### config.mk
export PLATFORM = sky130hd
export DESIGN_NAME = shift_seq_flat
export DESIGN_NICKNAME = d
export VERILOG_FILES = /design/src/rtl/shift_seq_if.sv /design/src/rtl/shift_seq.sv /design/src/flat_wrapper.sv
export SDC_FILE = /design/constraint.sdc
export NUM_CORES = 1
export LEC_CHECK = 0
export ABC_AREA = 0
export BUFFER_PORTS_ARGS = -buffer_cell sky130_fd_sc_hd__buf_4
export CORE_ASPECT_RATIO = 1.2
export CORE_UTILIZATION = 51
export CTS_BUF_LIST = sky130_fd_sc_hd__clkbuf_16
export CTS_CLUSTER_DIAMETER = 200
export DETAILED_ROUTE_END_ITERATION = 7
export GPL_TIMING_DRIVEN = 0
export PLACE_DENSITY = 0.77
export SLEW_MARGIN = 20
export SYNTH_ARGS = -nofsm -noshare
export SYNTH_HDL_FRONTEND = slang
export SYNTH_SLANG_ARGS = --single-unit
### constraint.sdc
create_clock -name clock -period 2.2 [get_ports clock]
set_input_delay 0.22 -clock clock [delete_from_list [all_inputs] [get_ports clock]]
set_output_delay 0.22 -clock clock [all_outputs]
set_load 0.05 [all_outputs]
### src/rtl/shift_seq_if.sv
// Handshake and data bundle between the execute-path issue logic and the sequential shifter.
interface shift_seq_if;
    logic        ctrl_shift;
    logic        ctrl_sra;
    logic [31:0] data_operand;
    logic [4:0]  ctrl_shiftamt;
    logic [31:0] result;
    logic        resultRDY;
    logic        busy;

    modport master (
        output ctrl_shift, ctrl_sra, data_operand, ctrl_shiftamt,
        input  result, resultRDY, busy
    );

    modport slave (
        input  ctrl_shift, ctrl_sra, data_operand, ctrl_shiftamt,
        output result, resultRDY, busy
    );
endinterface

### src/rtl/shift_seq.sv
// Sequential 32-bit shifter: one 16/8/4/2/1 stage per cycle, MSB of the amount first,
// fixed 5-cycle run followed by a one-cycle ready strobe.
module shift_seq (
    input  logic        clock,
    input  logic        reset,
    shift_seq_if.slave  bus
);

    typedef enum logic [1:0] {
        IDLE = 2'd0,
        RUN  = 2'd1,
        DONE = 2'd2
    } state_t;

    state_t      state_r;
    state_t      next_state_s;
    logic [31:0] acc_r;
    logic [4:0]  amt_r;
    logic        dir_r;
    logic [2:0]  cnt_r;
    logic        busy_r;
    logic        rdy_r;
    logic        stage_en_s;

    // Single fixed-width stage; right shifts replicate the sign bit.
    function automatic logic [31:0] stage_shift(input logic [31:0] val,
                                                input logic [2:0]  stage,
                                                input logic        sra);
        logic [31:0] res;
        case (stage)
            3'd0:    res = sra ? {{16{val[31]}}, val[31:16]} : {val[15:0], 16'h0000};
            3'd1:    res = sra ? {{8{val[31]}},  val[31:8]}  : {val[23:0], 8'h00};
            3'd2:    res = sra ? {{4{val[31]}},  val[31:4]}  : {val[27:0], 4'h0};
            3'd3:    res = sra ? {{2{val[31]}},  val[31:2]}  : {val[29:0], 2'b00};
            3'd4:    res = sra ? {val[31],       val[31:1]}  : {val[30:0], 1'b0};
            default: res = val;
        endcase
        return res;
    endfunction

    // Select the amount bit that enables the current stage.
    always_comb begin
        stage_en_s = 1'b0;
        case (cnt_r)
            3'd0:    stage_en_s = amt_r[4];
            3'd1:    stage_en_s = amt_r[3];
            3'd2:    stage_en_s = amt_r[2];
            3'd3:    stage_en_s = amt_r[1];
            3'd4:    stage_en_s = amt_r[0];
            default: stage_en_s = 1'b0;
        endcase
    end

    // Next-state logic; a start in any state (re)enters RUN.
    always_comb begin
        next_state_s = state_r;
        case (state_r)
            IDLE: begin
                if (bus.ctrl_shift) next_state_s = RUN;
                else                next_state_s = IDLE;
            end
            RUN: begin
                if (bus.ctrl_shift)      next_state_s = RUN;
                else if (cnt_r == 3'd4)  next_state_s = DONE;
                else                     next_state_s = RUN;
            end
            DONE: begin
                if (bus.ctrl_shift) next_state_s = RUN;
                else                next_state_s = IDLE;
            end
            default: next_state_s = IDLE;
        endcase
    end

    // State register.
    always_ff @(posedge clock) begin
        if (reset) state_r <= IDLE;
        else       state_r <= next_state_s;
    end

    // Operand capture and per-cycle stage application.
    always_ff @(posedge clock) begin
        if (reset) begin
            acc_r <= 32'h0000_0000;
            amt_r <= 5'd0;
            dir_r <= 1'b0;
            cnt_r <= 3'd0;
        end else if (bus.ctrl_shift) begin
            acc_r <= bus.data_operand;
            amt_r <= bus.ctrl_shiftamt;
            dir_r <= bus.ctrl_sra;
            cnt_r <= 3'd0;
        end else if (state_r == RUN) begin
            if (stage_en_s) acc_r <= stage_shift(acc_r, cnt_r, dir_r);
            else            acc_r <= acc_r;
            cnt_r <= cnt_r + 3'd1;
        end else begin
            acc_r <= acc_r;
            cnt_r <= cnt_r;
        end
    end

    // Status flags registered from the next state so they align with the FSM.
    always_ff @(posedge clock) begin
        if (reset) begin
            busy_r <= 1'b0;
            rdy_r  <= 1'b0;
        end else begin
            busy_r <= (next_state_s == RUN);
            rdy_r  <= (next_state_s == DONE);
        end
    end

    assign bus.result    = acc_r;
    assign bus.resultRDY = rdy_r;
    assign bus.busy      = busy_r;

endmodule

### src/flat_wrapper.sv
// flat-port wrapper written by rule: the top's interface ports become plain ports
module shift_seq_flat 
  (clock, reset, bus_ctrl_shift, bus_ctrl_sra, bus_data_operand, bus_ctrl_shiftamt, bus_result, bus_resultRDY, bus_busy);
  shift_seq_if bus_i ();
  input  logic clock;
  input  logic reset;
  input wire logic [$bits(bus_i.ctrl_shift)-1:0] bus_ctrl_shift;
  input wire logic [$bits(bus_i.ctrl_sra)-1:0] bus_ctrl_sra;
  input wire logic [$bits(bus_i.data_operand)-1:0] bus_data_operand;
  input wire logic [$bits(bus_i.ctrl_shiftamt)-1:0] bus_ctrl_shiftamt;
  output wire logic [$bits(bus_i.result)-1:0] bus_result;
  output wire logic [$bits(bus_i.resultRDY)-1:0] bus_resultRDY;
  output wire logic [$bits(bus_i.busy)-1:0] bus_busy;
  assign bus_i.ctrl_shift = bus_ctrl_shift;
  assign bus_i.ctrl_sra = bus_ctrl_sra;
  assign bus_i.data_operand = bus_data_operand;
  assign bus_i.ctrl_shiftamt = bus_ctrl_shiftamt;
  assign bus_result = bus_i.result;
  assign bus_resultRDY = bus_i.resultRDY;
  assign bus_busy = bus_i.busy;
  shift_seq u_core (.clock(clock), .reset(reset), .bus(bus_i));
endmodule
# Word-level counts from Yosys, hierarchy flattened
# Cells that the tools add are included.
word_totals:
  output_inout_bits: 34
  in_bits: 41
  regBits: 45
  elab_cells: 45
classes:
  addsub: 1
  muxes: 14
  reduce_logical: 9
  n_eq_ne: 13
op_table:
  columns: ["op", "count"]
  rows:
  - ["$mux W32", 8]
  - ["$pmux W32 S5", 1]
  - ["$ne A3 B3 Y1 const B", 5]
  - ["$reduce_and A8 Y1", 1]
  - ["$eq A3 B2 Y1 const B", 2]
  - ["$reduce_bool A6 Y1", 1]
  - ["$pmux W1 S5", 1]
  - ["$eq A2 B1 Y1 const B", 2]
  - ["$eq A2 B2 Y1 const B", 2]
  - ["$mux W2", 2]
  - ["$pmux W2 S2", 1]
  - ["$reduce_bool A2 Y1", 2]
  - ["$reduce_or A2 Y1", 2]
  - ["$add A3 B1 Y3 const B", 1]
  - ["$eq A3 B1 Y1 const B", 1]
  - ["$eq A3 B3 Y1 const B", 1]
  - ["$logic_not A3 Y1", 1]
  - ["$reduce_and A3 Y1", 1]
  - ["$logic_not A2 Y1", 1]
  - ["$mux W1", 1]

# Logic depth before layout (Yosys ltp)
depth:
  ltp_word: 5
  depth_mapped: 12
  mapped_depth_nobuf: 7

# Worst setup path after synthesis
# No wires, ideal clock.
synth_path:
  path_type: "reg2reg"
  startpoint: "register u_core.cnt_r[2]"
  endpoint: "register u_core.acc_r[23] (netlist: u_core.bus.result[23])"
  stages_incl_launch_ff: 13
  setup_slack_ns: -0.195
  t_required_ns: 2.084
  arrival_ns: 2.278
  path_buffers: 5
  period_less_slack_ns: 2.395
  setup_ns: 0.116
  cell_sequence: "dfxtp_1 -> buf_6 -> buf_6 -> buf_2 -> inv_1 -> ha_1 -> buf_2 -> inv_1 -> buf_2 -> a21oi_1 -> a2111oi_0 -> o221ai_1 -> a31o_2"
synth_between:
  elab_chain_cells: 5
  word_cells_on_any_way: 13
  classes_between: "eq/ne: 4; mux: 5; reduce/logical: 4"
synth_rtl:
  columns: ["element", "line_no", "text"]
  rows:
  - ["start: declaration", "shift_seq.sv:20", "logic [2:0] cnt_r;"]
  - ["start signal: assignment", "shift_seq.sv:96", "cnt_r <= cnt_r + 3'd1;"]
  - ["start signal: assignment", "shift_seq.sv:99", "cnt_r <= cnt_r;"]
  - ["$eq A3 B3 Y1 (tied with other cells)", "shift_seq.sv:30, shift_seq.sv:44", null]
  - ["$pmux W32 S5", "shift_seq.sv:30", "case (stage)"]
  - ["$mux W32", "shift_seq.sv:94", "if (stage_en_s) acc_r <= stage_shift(acc_r, cnt_r, dir_r);"]
  - ["$mux W32", "shift_seq.sv:93", "end else if (state_r == RUN) begin"]
  - ["$mux W32", "shift_seq.sv:88", "end else if (bus.ctrl_shift) begin"]
  - ["end signal: assignment", "shift_seq.sv:89", "acc_r <= bus.data_operand;"]
  - ["end signal: assignment", "shift_seq.sv:94", null]
  - ["end signal: assignment", "shift_seq.sv:95", "else acc_r <= acc_r;"]
  - ["end: declaration", "shift_seq.sv:17", "logic [31:0] acc_r;"]
# Several ways; a longest one is shown, not always the timed one. The select of a mux whose other input is x is not followed.
# A chain may end at the register's enable or synchronous reset.

# Worst setup path in the final report
layout_path:
  startpoint: "register u_core.cnt_r[2]"
  endpoint: "register u_core.acc_r[11] (netlist: u_core.bus.result[11])"
# The elaborated chain is that of the path after synthesis.

==> reports/results.txt <==
The flow ran to the end, but the final reports show violations. The checks that failed: negative setup slack. Relative to the synthesized area, the layout overhead comes to 38.0%.

The tree built by TritonCTS fans out to 45 sinks. Pin placement for this block handled 75 I/O pins. The worst hold path passes through 3 cells. The tools report the final worst-path setup slack as -0.248 ns. Of the available clock period, the critical path in the final layout requires 111%. For the worst-skew pair, the clock arrives at the later sink with an insertion delay of 0.29 ns.

The number of buffers inserted for hold repair after clock tree synthesis was 0. Detailed placement finished with a half-perimeter wire length of 13,900 um. The Yosys warning count came out at 0. Count of fill cells added during filler insertion: 559. The first global-routing pass estimated 31,700 um of wire.

Global routing consumed, on the met2 layer, 76.5% of the routing resources. Hold violation total from the final report: 0. In this run, the combinational gates consume 35.2% of the power.

For the register cell area after layout, the log shows 911 um^2. Counting along the longest clock path gives a buffer depth of 2. The type of the tightest min-delay check was input pin to flip-flop. The worst-path maximum fanout was 8; the final-report setup violation count was 30.

Across all register-to-register paths, the minimum setup slack is -0.25 ns. Once detail routing completed, the nets flagged for antenna violations numbered 0. TritonCTS built the clock tree.

The proportion of synthesized chip area in sequential cells was 22.7%. The row count was 34; the number of different library cells in the post-synthesis netlist was 70. Port buffering added 73 buffers. The clock-pin slew on the worst setup and hold paths is 0.06 ns.

In this run the critical register-to-register path is captured at u_core.bus.result[11]. Setup repair after global routing could not meet its margin everywhere. The number of nets in the layout is 674. For this block, the routed nets add up to 21,400 um of wire.

The number of antenna violations at the first check in global routing is 0, and the number of synthesized register bits is 45. Synthesized netlist net count: 570. The mapped netlist covers 3960 um^2. The top cell types in the final layout, fill and taps aside, are sky130_fd_sc_hd__buf_4 (98), sky130_fd_sc_hd__a21oi_1 (82), sky130_fd_sc_hd__nand2_1 (59), sky130_fd_sc_hd__dfxtp_1 (41), sky130_fd_sc_hd__nand2b_1 (21). In this run, the number of DRC markers left after iteration 0 of detailed routing was 1,015. Timing would allow up to 408 MHz. The worst path needs 2.45 ns of the cycle, external delays included.

The die area was 8120 um^2; the fraction of registers with async set or reset after synthesis was 0%. The share of post-route cells with drive strength above 1 was 35.1%; the number of max-capacitance violations reported was 0. The cell family contributing the most delay on the critical path is compound AO/OA/AOI/OAI gates. For this run the aggregate overflow at the end of global routing stands at 0.

Type of origin of the critical path: a flip-flop. The routed via count is 5,637. The tools report the buffer type at the clock tree root as sky130_fd_sc_hd__clkbuf_16.

The tools report the sequential share of power as 37.6%. In the final routed layout, each cell accounts on average for 29.9 um. Max-slew violation count: 0. At the pin with the least slew margin, the transition time is 0.891 ns. The power dissipated by switching net loads came out at 1080 uW.

In this run switching power makes up 39.9% of total power. Average size of a mapped cell: 7.57 um^2. The via count of the first global-routing pass was 5,460; the number of detailed-route iterations in the first pass was 8. Walking the worst path, the cells encountered are buf_6, buf_8, buf_8, inv_6, ha_4, buf_8, o22a_2, o211ai_4, nand2_4, buf_4, a311oi_1. Summing all non-filler instances in the final layout gives an area of 5470 um^2. The start of the worst register-to-register path was u_core.cnt_r[2]. After detailed routing, the number of vias per cell comes to 7.86. The worst-case IR drop observed on VDD is 424 uV. In this run the cell area measured after placement is 4670 um^2. Number of non-filler instances in the completed layout: 717. Leaving out fill and tap cells, the most frequent cell in the layout is sky130_fd_sc_hd__buf_4. Global routing used 24.4% of the available met3 tracks. In this run the tightest slew margin relative to its limit is 40.6%. The tools report the final worst hold slack as 0.119 ns.

Counting stages on the worst path, the most repeated cell is sky130_fd_sc_hd__buf_8. The startpoint identified for the worst hold timing path is bus_data_operand[30]. The sort of element at the end of the critical path was a flip-flop.

The worst-path cell with the longest stage delay is sky130_fd_sc_hd__o211ai_4. The floorplan die height came out at 98.5 um. For hold timing, the worst endpoint is u_core.bus.result[30]. Among all flip-flop cells after synthesis, the most frequent one is sky130_fd_sc_hd__dfxtp_1. Entering global routing, the biggest net connects 14 pins. Buffers plus inverters on the worst setup path: 6. The H-tree generated during clock tree synthesis spans 2 levels.

The initial standard-cell utilization of the core is 53.5%, and the critical path required time is 2.37 ns. The number of cells on the worst reg-to-reg path is 11, and the routing usage on met1 is 61.7%. The multi-input combinational cells in the finished layout cover a total of 3080 um^2. Data on the critical path arrives at its endpoint at 2.62 ns. The leakage power is 0.00209 uW, and the number of synthesized flops with an enable pin is 0. In this run, CTS created clock tree buffers numbering 5. Detailed-route DRC error count: 0. The worst setup path is of the flip-flop to flip-flop kind. The clock arrives with 0.00579 ns of skew. Global routing used 53.6% of the available tracks across all layers. The power per unit of standard cell area came out at 497 nW/um^2. From left edge to right edge, the die measures 82.4 um. The number of antenna repair diodes was 0.

The largest single stage delay on the critical path is 0.39 ns. Internal power comes to 1630 uW. The peak-usage layer in the global routing report was met2. At the end of routability-driven placement, the weighted congestion stood at 1.09. The total power consumption of the routed design is 2720 uW, and the count of mapped cells out of synthesis is 523.

The placed cell count came out at 686. The core region is 7400 um^2. The fraction of power consumed by the clock network was 27.2%.
## repair_timing
item,CTS,global route
gates cloned,1,1
pin swaps,21,12
buffers inserted,17,5
resized for setup,64,55
setup endpoints to repair,32,32
## per-stage QoR
| step | worst slack (ns) | TNS, ns | utilization (%) |
|---|---|---|---|
| floorplan | 0.00317 | 0 | - |
| global placement | -0.399 | -9.41 | 63.1 |
| detailed placement | -0.431 | -10.76 | 63.1 |
| CTS | -0.0393 | -0.0974 | 70.5 |
| global route | -0.282 | -3.71 | 73.9 |
| finish | -0.248 | -2.84 | 73.9 |
## worst max path at each step
stage                         start                    end  cells past startpoint
floorplan           u_core.cnt_r[2]  u_core.bus.result[15]                     11
global placement    u_core.cnt_r[2]   u_core.bus.result[8]                     11
detailed placement  u_core.cnt_r[2]   u_core.bus.result[6]                     11
CTS                 u_core.cnt_r[0]   u_core.bus.result[6]                      7
global route        u_core.cnt_r[2]  u_core.bus.result[11]                     11
finish              u_core.cnt_r[2]  u_core.bus.result[11]                     11
## kinds of logic (layout without fill, tap and decap cells)
logic type / Yosys count / after routing / share of synthesized area (%)
XOR/XNOR: 1 / 1 / 0.221
AND/OR/NAND/NOR: 171 / 171 / 22.1
multiplexers: 10 / 10 / 2.53
AO/OA/AOI/OAI: 230 / 230 / 42.6
adder cells (fa/ha/maj): 6 / 6 / 1.90
buffers and inverters: 60 / 164 / 7.90
flip-flops: 45 / 45 / 22.7
## registers in the layout, indices dropped and copies added (netlist names)
| name | flops |
|---|---|
| u_core.cnt_r | 3 |
| u_core.bus.result | 32 |
| u_core.bus.resultRDY | 1 |
| u_core.amt_r | 5 |
| u_core.state_r | 2 |
| u_core.dir_r | 1 |
| u_core.bus.busy | 1 |
## power groups by stage
stage | clock [uW] | sequential, uW | combinational [uW]
2_1_floorplan | 0 | 1100 | 383
3_5_place_dp | 0 | 1010 | 792
4_1_cts | 725 | 994 | 853
5_1_grt | 765 | 1020 | 993
3_3_place_gp | 0 | 1010 | 781
6_report | 740 | 1020 | 957
## layer usage
metal	vias to the layer above	routed length (um)
li1	2240	-
met1	2513	6920
met2	640	8990
met3	244	3180
met4	0	2310
met5	-	0
## worst reg2reg max path, cell delays in order (launching register included)
cell and delay, ns:
sky130_fd_sc_hd__dfxtp_2 0.34, sky130_fd_sc_hd__buf_6 0.11, sky130_fd_sc_hd__buf_8 0.10, sky130_fd_sc_hd__buf_8 0.10, sky130_fd_sc_hd__inv_6 0.03, sky130_fd_sc_hd__ha_4 0.19, sky130_fd_sc_hd__buf_8 0.16, sky130_fd_sc_hd__o22a_2 0.28
sky130_fd_sc_hd__o211ai_4 0.39, sky130_fd_sc_hd__nand2_4 0.18, sky130_fd_sc_hd__buf_4 0.19, sky130_fd_sc_hd__a311oi_1 0.28
## cell usage after synthesis, types with 3 or more instances
cell                        number  share of area (%)
sky130_fd_sc_hd__a31oi_1         3               0.47
sky130_fd_sc_hd__o21ai_0        21                2.7
sky130_fd_sc_hd__a2bb2oi_1       6                1.3
sky130_fd_sc_hd__a2111oi_0       4               0.88
sky130_fd_sc_hd__nor2b_1         3               0.47
sky130_fd_sc_hd__o22a_1          3               0.66
sky130_fd_sc_hd__nand2_1        63                6.0
sky130_fd_sc_hd__nor2_1         20                1.9
sky130_fd_sc_hd__buf_2          22                2.8
sky130_fd_sc_hd__o31a_1          4               0.88
sky130_fd_sc_hd__o22ai_1         3               0.47
sky130_fd_sc_hd__inv_1          11                1.0
sky130_fd_sc_hd__a211oi_1       10                1.9
sky130_fd_sc_hd__buf_6           4                1.1
sky130_fd_sc_hd__or4_1           9                1.7
sky130_fd_sc_hd__ha_1            6                1.9
sky130_fd_sc_hd__a22oi_1        10                1.9
sky130_fd_sc_hd__a311oi_2        6                2.3
sky130_fd_sc_hd__dfxtp_1        45                 23
sky130_fd_sc_hd__o221ai_1        7                1.5
sky130_fd_sc_hd__a221oi_1       14                3.1
sky130_fd_sc_hd__nor3_2          3               0.76
sky130_fd_sc_hd__nand2b_1       25                3.9
sky130_fd_sc_hd__o211ai_1        4               0.76
sky130_fd_sc_hd__nor4_1          4               0.63
sky130_fd_sc_hd__a21oi_1        82                 10
sky130_fd_sc_hd__and3_1          3               0.47
sky130_fd_sc_hd__a222oi_1        5                1.3
sky130_fd_sc_hd__o2111ai_1       3               0.66
sky130_fd_sc_hd__a21o_1          3               0.57
sky130_fd_sc_hd__a32oi_1        13                2.9
sky130_fd_sc_hd__a221o_1         5                1.3
sky130_fd_sc_hd__nand3_1        13                1.6
sky130_fd_sc_hd__buf_4           5               0.95
sky130_fd_sc_hd__nor3_1         13                1.6
sky130_fd_sc_hd__clkbuf_1       16                1.5
sky130_fd_sc_hd__a311oi_1        3               0.66
sky130_fd_sc_hd__mux2i_1        10                2.5
## final cells by class
| cell class | count | area share, % |
|---|---|---|
| Tap cell | 90 | 2.06 |
| Clock buffer | 5 | 2.29 |
| Buffer | 49 | 6.71 |
| Timing Repair Buffer | 97 | 14.6 |
| Clock inverter | 2 | 0.229 |
| Inverter | 11 | 1.08 |
| Sequential cell | 45 | 16.7 |
| Multi-Input combinational cell | 418 | 56.4 |
Note: power is estimated with default switching activity, not from simulation.
